===== src/rtl/dma_fir_seq_pkg.sv =====
// rtl/dma_fir_seq_pkg.sv - shared constants, state enum and descriptor layout for the DMA/FIR job sequencer
package dma_fir_seq_pkg;

   localparam logic [2:0] ADDR_CTRL   = 3'd0;
   localparam logic [2:0] ADDR_INIT   = 3'd1;
   localparam logic [2:0] ADDR_RADDR  = 3'd2;
   localparam logic [2:0] ADDR_WADDR  = 3'd3;
   localparam logic [2:0] ADDR_LEN    = 3'd4;
   localparam logic [2:0] ADDR_STATUS = 3'd5;

   localparam int CTRL_START    = 0;
   localparam int CTRL_CLRI     = 1;
   localparam int CTRL_CLRO     = 4;
   localparam int CTRL_MODE_LSB = 8;
   localparam int STATUS_DONE   = 7;

   typedef enum logic [2:0] {
      ST_IDLE,
      ST_CLR,
      ST_CFG,
      ST_GO,
      ST_PREQ,
      ST_PWAIT,
      ST_FIN,
      ST_ERR
   } seq_state_t;

   // The job id travels beside this body in the queue, since its width is a top-level parameter.
   typedef struct packed {
      logic [1:0]  mode;
      logic [31:0] len;
      logic [31:0] wr_addr;
      logic [31:0] rd_addr;
      logic [31:0] init;
   } desc_body_t;

   function automatic logic [31:0] ctrl_word(input logic [1:0] mode, input logic start, input logic clr);
      logic [31:0] w;
      w = '0;
      w[CTRL_MODE_LSB +: 2] = mode;
      w[CTRL_START]         = start;
      w[CTRL_CLRI]          = clr;
      w[CTRL_CLRO]          = clr;
      return w;
   endfunction

endpackage


===== src/rtl/dma_fir_desc_fifo.sv =====
// rtl/dma_fir_desc_fifo.sv - synchronous descriptor queue with full/empty/level
module dma_fir_desc_fifo #(
   parameter int DEPTH = 4,
   parameter int DW    = 8
) (
   input  logic                    clk,
   input  logic                    rstn,
   input  logic                    push,
   input  logic [DW-1:0]           push_data,
   input  logic                    pop,
   output logic [DW-1:0]           pop_data,
   output logic                    full,
   output logic                    empty,
   output logic [$clog2(DEPTH):0]  level
);

   localparam int AW = $clog2(DEPTH);

   logic [DW-1:0] mem [DEPTH];
   logic [AW-1:0] wr_ptr;
   logic [AW-1:0] rd_ptr;
   logic          do_push;
   logic          do_pop;

   assign do_pop  = pop & ~empty;
   // A simultaneous pop frees the slot this push lands in.
   assign do_push = push & (~full | do_pop);

   always_ff @(posedge clk or negedge rstn) begin
      if (!rstn) begin
         wr_ptr <= '0;
         rd_ptr <= '0;
         level  <= '0;
      end else begin
         if (do_push) wr_ptr <= wr_ptr + 1'b1;
         if (do_pop)  rd_ptr <= rd_ptr + 1'b1;
         if (do_push && !do_pop)      level <= level + 1'b1;
         else if (do_pop && !do_push) level <= level - 1'b1;
      end
   end

   always_ff @(posedge clk) begin
      if (do_push) mem[wr_ptr] <= push_data;
   end

   assign pop_data = mem[rd_ptr];
   assign full     = (level == DEPTH[AW:0]);
   assign empty    = (level == '0);

endmodule


===== src/rtl/dma_fir_job_sequencer.sv =====
// rtl/dma_fir_job_sequencer.sv - programs the DMA/FIR control port job by job from a descriptor queue
module dma_fir_job_sequencer
   import dma_fir_seq_pkg::*;
#(
   parameter int DEPTH   = 4,
   parameter int TIMEOUT = 65535,
   parameter int IDW     = 4
) (
   input  logic                    iClk,
   input  logic                    iRstn,
   input  logic                    iDescValid,
   output logic                    oDescReady,
   input  logic [31:0]             iDescInit,
   input  logic [31:0]             iDescRdAddr,
   input  logic [31:0]             iDescWrAddr,
   input  logic [31:0]             iDescLen,
   input  logic [1:0]              iDescMode,
   input  logic [IDW-1:0]          iDescId,
   input  logic                    iAbort,
   output logic                    oCs,
   output logic                    oWr,
   output logic                    oRd,
   output logic [2:0]              oAddr,
   output logic [31:0]             oWData,
   input  logic [31:0]             iRData,
   output logic                    oJobDone,
   output logic [IDW-1:0]          oJobId,
   output logic                    oJobErr,
   output logic                    oBusy,
   output logic [$clog2(DEPTH):0]  oQueueLevel
);

   localparam int TW = $clog2(TIMEOUT + 1);
   localparam int FW = $bits(desc_body_t) + IDW;

   seq_state_t     state;
   seq_state_t     state_nxt;
   desc_body_t     work;
   desc_body_t     in_body;
   logic [IDW-1:0] work_id;
   logic [IDW-1:0] last_id;
   logic [1:0]     cfg_cnt;
   logic [TW-1:0]  tmo_cnt;
   logic           armed;
   logic           tmo_hit;
   logic           done_bit;
   logic           abortable;
   logic           pop;
   logic           fifo_full;
   logic           fifo_empty;
   logic [FW-1:0]  fifo_out;
   logic           status_unused;

   assign in_body = '{mode: iDescMode, len: iDescLen, wr_addr: iDescWrAddr,
                      rd_addr: iDescRdAddr, init: iDescInit};

   assign pop        = (state == ST_IDLE) & ~fifo_empty;
   assign oDescReady = ~fifo_full | pop;

   dma_fir_desc_fifo #(
      .DEPTH (DEPTH),
      .DW    (FW)
   ) u_fifo (
      .clk       (iClk),
      .rstn      (iRstn),
      .push      (iDescValid & oDescReady),
      .push_data ({in_body, iDescId}),
      .pop       (pop),
      .pop_data  (fifo_out),
      .full      (fifo_full),
      .empty     (fifo_empty),
      .level     (oQueueLevel)
   );

   assign done_bit      = iRData[STATUS_DONE];
   assign status_unused = ^{iRData[31:STATUS_DONE+1], iRData[STATUS_DONE-1:0]};
   assign tmo_hit       = (tmo_cnt <= TW'(1));
   assign abortable     = (state == ST_CLR) | (state == ST_CFG) | (state == ST_GO) |
                          (state == ST_PREQ) | (state == ST_PWAIT);

   always_ff @(posedge iClk or negedge iRstn) begin
      if (!iRstn) begin
         state   <= ST_IDLE;
         work    <= '0;
         work_id <= '0;
         last_id <= '0;
         cfg_cnt <= '0;
         tmo_cnt <= '0;
         armed   <= 1'b0;
      end else begin
         state <= state_nxt;
         if (pop) {work, work_id} <= fifo_out;
         cfg_cnt <= (state == ST_CFG) ? cfg_cnt + 1'b1 : 2'd0;
         if (state == ST_GO) begin
            tmo_cnt <= TIMEOUT[TW-1:0];
            armed   <= 1'b0;
         end else if ((state == ST_PREQ || state == ST_PWAIT) && tmo_cnt != '0) begin
            tmo_cnt <= tmo_cnt - 1'b1;
         end
         // A done flag only counts once it has been seen low for this job.
         if (state == ST_PWAIT && !done_bit) armed <= 1'b1;
         if (state == ST_FIN || state == ST_ERR) last_id <= work_id;
      end
   end

   always_comb begin
      state_nxt = state;
      oCs       = 1'b0;
      oWr       = 1'b0;
      oRd       = 1'b0;
      oAddr     = ADDR_CTRL;
      oWData    = '0;
      case (state)
         ST_IDLE: if (!fifo_empty) state_nxt = ST_CLR;
         ST_CLR: begin
            oCs       = 1'b1;
            oWr       = 1'b1;
            oWData    = ctrl_word(work.mode, 1'b0, 1'b1);
            state_nxt = ST_CFG;
         end
         ST_CFG: begin
            oCs   = 1'b1;
            oWr   = 1'b1;
            oAddr = ADDR_INIT + {1'b0, cfg_cnt};
            case (cfg_cnt)
               2'd0:    oWData = work.init;
               2'd1:    oWData = work.rd_addr;
               2'd2:    oWData = work.wr_addr;
               default: oWData = work.len;
            endcase
            if (cfg_cnt == 2'd3) state_nxt = ST_GO;
         end
         ST_GO: begin
            oCs       = 1'b1;
            oWr       = 1'b1;
            oWData    = ctrl_word(work.mode, 1'b1, 1'b0);
            state_nxt = ST_PREQ;
         end
         ST_PREQ: begin
            oCs       = 1'b1;
            oRd       = 1'b1;
            oAddr     = ADDR_STATUS;
            state_nxt = tmo_hit ? ST_ERR : ST_PWAIT;
         end
         ST_PWAIT: begin
            if (done_bit && armed) state_nxt = ST_FIN;
            else if (tmo_hit)      state_nxt = ST_ERR;
            else                   state_nxt = ST_PREQ;
         end
         ST_FIN: state_nxt = ST_IDLE;
         ST_ERR: begin
            oCs       = 1'b1;
            oWr       = 1'b1;
            state_nxt = ST_IDLE;
         end
         default: state_nxt = ST_IDLE;
      endcase
      if (iAbort && abortable) begin
         state_nxt = ST_ERR;
         oCs       = 1'b0;
         oWr       = 1'b0;
         oRd       = 1'b0;
      end
   end

   assign oJobDone = (state == ST_FIN) | (state == ST_ERR);
   assign oJobErr  = (state == ST_ERR);
   assign oJobId   = oJobDone ? work_id : last_id;
   assign oBusy    = (state != ST_IDLE);

endmodule


===== config.mk =====
export PLATFORM = sky130hd
export DESIGN_NAME = dma_fir_job_sequencer
export DESIGN_NICKNAME = d
export VERILOG_FILES = /design/src/rtl/dma_fir_seq_pkg.sv /design/src/rtl/dma_fir_desc_fifo.sv /design/src/rtl/dma_fir_job_sequencer.sv
export SDC_FILE = /design/constraint.sdc
export NUM_CORES = 1
export LEC_CHECK = 0
export CAP_MARGIN = 10
export CORE_MARGIN = 2
export CORE_UTILIZATION = 55
export DETAILED_ROUTE_END_ITERATION = 12
export GPL_ROUTABILITY_DRIVEN = 0
export HOLD_SLACK_MARGIN = 0.08
export PLACE_DENSITY = 0.74
export SLEW_MARGIN = 40
export SYNTH_ARGS = -nofsm -noshare
export SYNTH_HDL_FRONTEND = slang
export SYNTH_SLANG_ARGS = --single-unit

===== constraint.sdc =====
create_clock -name iClk -period 6.1 [get_ports iClk]
set_clock_uncertainty 0.05 [all_clocks]
set_input_delay 0.915 -clock iClk [delete_from_list [all_inputs] [get_ports iClk]]
set_output_delay 0.915 -clock iClk [all_outputs]
set_load 0.03 [all_outputs]

==> results.toml, run 1 <==
[worst_setup_path]
path_buf_inv = 3
cpPeakStageDelay_ps = 740
slowest_stage = "clkdlybuf4s50_1"
path_delay_family = "buffers and inverters"
worstSetupStartpointType = "register"
crit_path_end_kind = "primary output"
path_cells = "inv_1 > ha_2 > buf_4 > a222oi_1 > nor2_1 > a21oi_1 > o21ai_0 > clkdlybuf4s50_1"
path_class = "reg -> out"
cp.arrival_ps = 3510
crit_fanout = 17
cp_data_required_time_ps = 5130

[timing]
rsz0062_at_grt = "no"
fmax_mhz = 223.6
setup_violations = 0
slew_viol_final = 0
tns_ps = 0
hold_viol_final = 0
relSlewSlack_pct = 46.89
timing.final.crit_share_pct = 73.33
tightest_slew_ps = 796.7
fin_crit_ps = 4473

[cells_and_area]
multi_input_area_um2 = 6380
final_area_um2 = 32070
syn2layout_area_growth_pct = 18.98
regArea_um2 = 20280
drive_gt1_share_pct = 25.91
nNetsFinal = 1744
fillers = 3248

[global_route]
grt_usage_pct = 23.04
grt_pass1_vias = 14443
grt_max_degree = 82
grt_overflow = 0
grt_pass1_wl_mm = 85.68
grt_antenna_before_repair = 14

[detailed_routing]
wirelength_mm = 56.39
drtIter0Drc = 1137
drt-pass1-iter-count = 5
wl_per_cell_um = 25.16
via_per_inst = 6.034
drc = 0
via_count = 13523
ant_nets = 0

[logic_synthesis]
syn-instance-count = 1346
yosysSeqAreaShare_pct = 75.22
synthArstFlopShare_pct = 23.76
syn_area_um2 = 26950
synth-edff-count = 536
synthMostInstantiatedCell = "edfxtp_1"
synth_top_cells_by_area = "edfxtp_1, dfrtp_1, mux4_2, mux2_2, a222oi_1"
yosysWarnings = 0
ys.flop_type = "edfxtp_1"
synth.top_cell.area_share_pct = 59.72
syn_avg_cell_area_um2 = 20.02
synth_seq_cells = 703
synth_commonest_cells = "edfxtp_1, dfrtp_1, mux2_2"
synthesis.nets = 1529
yosysTopAreaCell = "edfxtp_1"
synth_cell_types = 41

[floorplan]
ios = 219
rows = 81
die_w_um = 225.4
core-area_um2 = 48650
die-height_um = 225.4
dieArea_um2 = 50790
initial_utilization_pct = 55.40

[pwr]
ir_worst_vdd_mv = 0.3249
power_density_nw_per_um2 = 496.0
leakage_nw = 10.87
power_mw = 15.91

[clock_network]
cts-resized-gates = 0
cts_hold_repair.buffers = 0
cts_buffer_depth = 3
clkSlewWorstSetupHoldPaths_ps = 60
cts_tree = "built"
numCtsBuffers = 70
h-tree-depth = 3
post_cts_buffers = 0
numClockSinks = 703
clockRootBuffer = "clkbuf_16"
insertion_delay_ps = 590

[flow_run]
cap_violations = 0

[place]
dp_hpwl_mm = 32.26
dpl-instance-area_um2 = 29770
io_buffers = 187

[run_status]
outcome = "completed"

[worst_hold_path]
hp-class = "in -> async"
## per-layer routing
layer  part of all wire, %  GRT usage [%]  vias up
li1                      -              -     5887
met1                    39          29.21     7047
met2                    51          38.22      441
met3                   6.4          5.280      132
met4                   4.2          10.57       16
met5                  0.18              0        -
## layout by cell type (no fill, tap or decap), drive strengths merged, types with 8 or more instances in the layout
master,n
dfrtp,167
inv,13
ha,12
nor2,79
nand2,16
clkdlybuf4s50,186
o21ai,17
mux2,140
edfxtp,536
bufinv,8
clkbuf,98
a21oi,39
and3,8
mux4,134
a222oi,32
nand3,10
clkinv,16
buf,29
## cells by family after synthesis
logic type	count (synthesis)	share of synthesized area, %
mux	279	17.23
flops	703	75.22
buf+inv	85	1.281
compound gates	102	2.632
simple gates	158	2.804
xor+xnor	6	0.1950
fa+ha+maj	13	0.6313
## report_power, final
group	leakage, nW	internal (mW)	switching, mW
combinational	2.94	2.21	2.28
clock	1.11	2.55	1.74
sequential	6.83	6.52	0.611
total	10.9	11.3	4.62
## through the flow
stage                     hold WS (ps)  worst slack (ps)  std cells  util, %
after detailed placement         435.6              2239       2111    61.19
after global routing             360.1              1496       2239    65.91
final                            328.8              1627       2241    65.92
after CTS                        356.6              1603       2235    65.86
after floorplan                  409.7             943.2       1346        -
after global placement           428.8              2261       2098    60.73
## sequential cells by signal, summed over array words and instances (netlist names)
register       cells
armed              1
cfg_cnt            2
last_id            4
state              3
tmo_cnt           16
u_fifo.level       3
u_fifo.mem       536
u_fifo.rd_ptr      2
u_fifo.wr_ptr      2
work             130
work_id            4
## layout make-up
type / instances / area share [%]
inverters: 12 / 0.1405
clock inverters: 27 / 1.089
repair buffers: 216 / 7.152
diodes: 6 / 0.04682
multi-input cells: 558 / 19.90
clock buffers: 97 / 6.001
flip-flops and latches: 703 / 63.25
well taps: 622 / 2.427
## worst paths after layout
path | endpoint | slack (ps) | startpoint | cells after the start
min in group iClk | last_id[1] | 450 | last_id[1] | 1
max reg2reg | work[37] | 3010 | state[1] | 5
max | oWData[0] | 1630 | cfg_cnt[0] | 8
max in group asynchronous | work[40] | 4630 | iRstn | 2
min | work[69] | 330 | iRstn | 1
min reg2reg | last_id[1] | 450 | last_id[1] | 1
## worst reg2reg max path: stages (launching register included)
cell	delay [ps]
dfrtp_1	570
or3_1	510
nor2_4	480
buf_16	230
buf_4	640
mux2_2	480
Note: power is estimated with default switching activity, not from simulation.
==> run 2, diff against run 1 <==
==> constraint.sdc (replaced) <==
create_clock -name iClk -period 4.2 [get_ports iClk]
set_clock_uncertainty 0.05 [all_clocks]
set_input_delay 0.63 -clock iClk [delete_from_list [all_inputs] [get_ports iClk]]
set_output_delay 0.63 -clock iClk [all_outputs]
set_load 0.03 [all_outputs]
==> results.toml, run 2 (synthesized netlist as in run 1, its figures left out) <==
[place]
dp_hpwl_mm = 33.60
dpl-instance-area_um2 = 29830
io_buffers = 187

[detailed_routing]
via_count = 13660
drt-pass1-iter-count = 6
ant_nets = 0
wirelength_mm = 55.97
drtIter0Drc = 1146
drc = 0
wl_per_cell_um = 24.79
via_per_inst = 6.050

[worst_setup_path]
cpPeakStageDelay_ps = 730
path_cells = "inv_1 > ha_4 > buf_4 > a222oi_1 > nor2_1 > a21oi_1 > nor2_1 > clkdlybuf4s50_1"
path_delay_family = "buffers and inverters"
path_class = "reg -> out"
cp.arrival_ps = 3270
crit_path_end_kind = "primary output"
worstSetupStartpointType = "register"
slowest_stage = "clkdlybuf4s50_1"
crit_fanout = 17
path_common_cell = "nor2_1"
cp_data_required_time_ps = 3520
path_buf_inv = 3
critPathLaunch = "cfg_cnt[0]"
r2r_start = "state[1]"

[global_route]
grt_max_degree = 89
grt_antenna_before_repair = 11
grt_usage_pct = 22.85
grt_overflow = 0
grt_pass1_vias = 14436
grt_pass1_wl_mm = 85.53

[floorplan]
core-area_um2 = 48650
rows = 81
die_w_um = 225.4
die-height_um = 225.4
dieArea_um2 = 50790
ios = 219
initial_utilization_pct = 55.40

[clock_network]
numClockSinks = 703
cts_tree = "built"
numCtsBuffers = 70
post_cts_buffers = 0
insertion_delay_ps = 590
h-tree-depth = 3
clockRootBuffer = "clkbuf_16"
clkSlewWorstSetupHoldPaths_ps = 60
cts_buffer_depth = 3

[cells_and_area]
reg.largest.list = "u_fifo.mem (536), work (130), tmo_cnt (16)"
final_cell_mix = "edfxtp_1, clkdlybuf4s50_1, dfrtp_1"
largest_register_ffs = 536
nNetsFinal = 1755
postLayoutCoreUtil_pct = 66.27
syn2layout_area_growth_pct = 19.62
mostFrequentLayoutCell = "edfxtp_1"
final_area_um2 = 32240
drive_gt1_share_pct = 26.63
largest_register = "u_fifo.mem"

[pwr]
leakage_nw = 10.97
power_density_nw_per_um2 = 722.0
ir_worst_vdd_mv = 0.5603

[timing]
fin_crit_ps = 3948
tns_ps = 0
holdWs_ps = 447.6
relSlewSlack_pct = 44.37
hold_viol_final = 0
timing.final.crit_share_pct = 93.99
slew_viol_final = 0
setup_violations = 0
fmax_mhz = 253.3
tightest_slew_ps = 834.4
rsz0062_at_grt = "no"

[flow_run]
cap_violations = 0

[worst_hold_path]
min_from = "last_id[0]"
hp-class = "reg -> reg"

[run_status]
outcome = "completed"
==> run 2: routing by layer <==
metal	up-vias	wire, um	track usage (%)
li1	5933	-	-
met3	104	3362	5.450
met1	7224	22240	29.32
met2	389	28870	39.02
met4	10	1421	6.986
met5	-	72	0
==> run 2: per-stage QoR <==
step	instances	total power, mW	setup WS, ps
6_report	2258	23.28	252.5
3_5_place_dp	2121	17.19	711.1
3_3_place_gp	2120	16.96	749.7
5_1_grt	2254	24.37	33.02
4_1_cts	2252	23.55	70.08
2_1_floorplan	1346	14.79	567.8
==> run 2: area by class of cell <==
cell class / count / area, um^2
Multi-Input combinational cell: 558 / 6400
Clock buffer: 98 / 2001
Timing Repair Buffer: 227 / 2364
Sequential cell: 703 / 20280
Tap cell: 622 / 778.2
Fill cell: 3211 / 16410
Clock inverter: 32 / 355.3
Antenna cell: 6 / 15.01
Inverter: 12 / 45.04
==> run 2: final timing paths <==
path	end	slack, ps	cells after the start
worst max-delay path	oWData[18]	250	8
worst min-delay path	last_id[0]	450	1
worst min register to register	last_id[0]	450	1
max in group asynchronous	u_fifo.rd_ptr[1]	2560	3
min in group asynchronous	work[38]	470	2
worst max register to register	u_fifo.mem[3][123]	1310	4
==> run 2: repair_timing <==
action	CTS	global route
setup endpoints to repair	0	6
hold endpoints to repair	32	0
hold buffers	1	0
gates resized for setup	0	4
==> run 2: where the power goes <==
part	leakage, nW	internal [mW]	switching, mW
Sequential	6.83	9.47	0.874
Clock	1.14	3.77	2.54
Combinational	3.01	3.27	3.35
Total	11.0	16.5	6.76
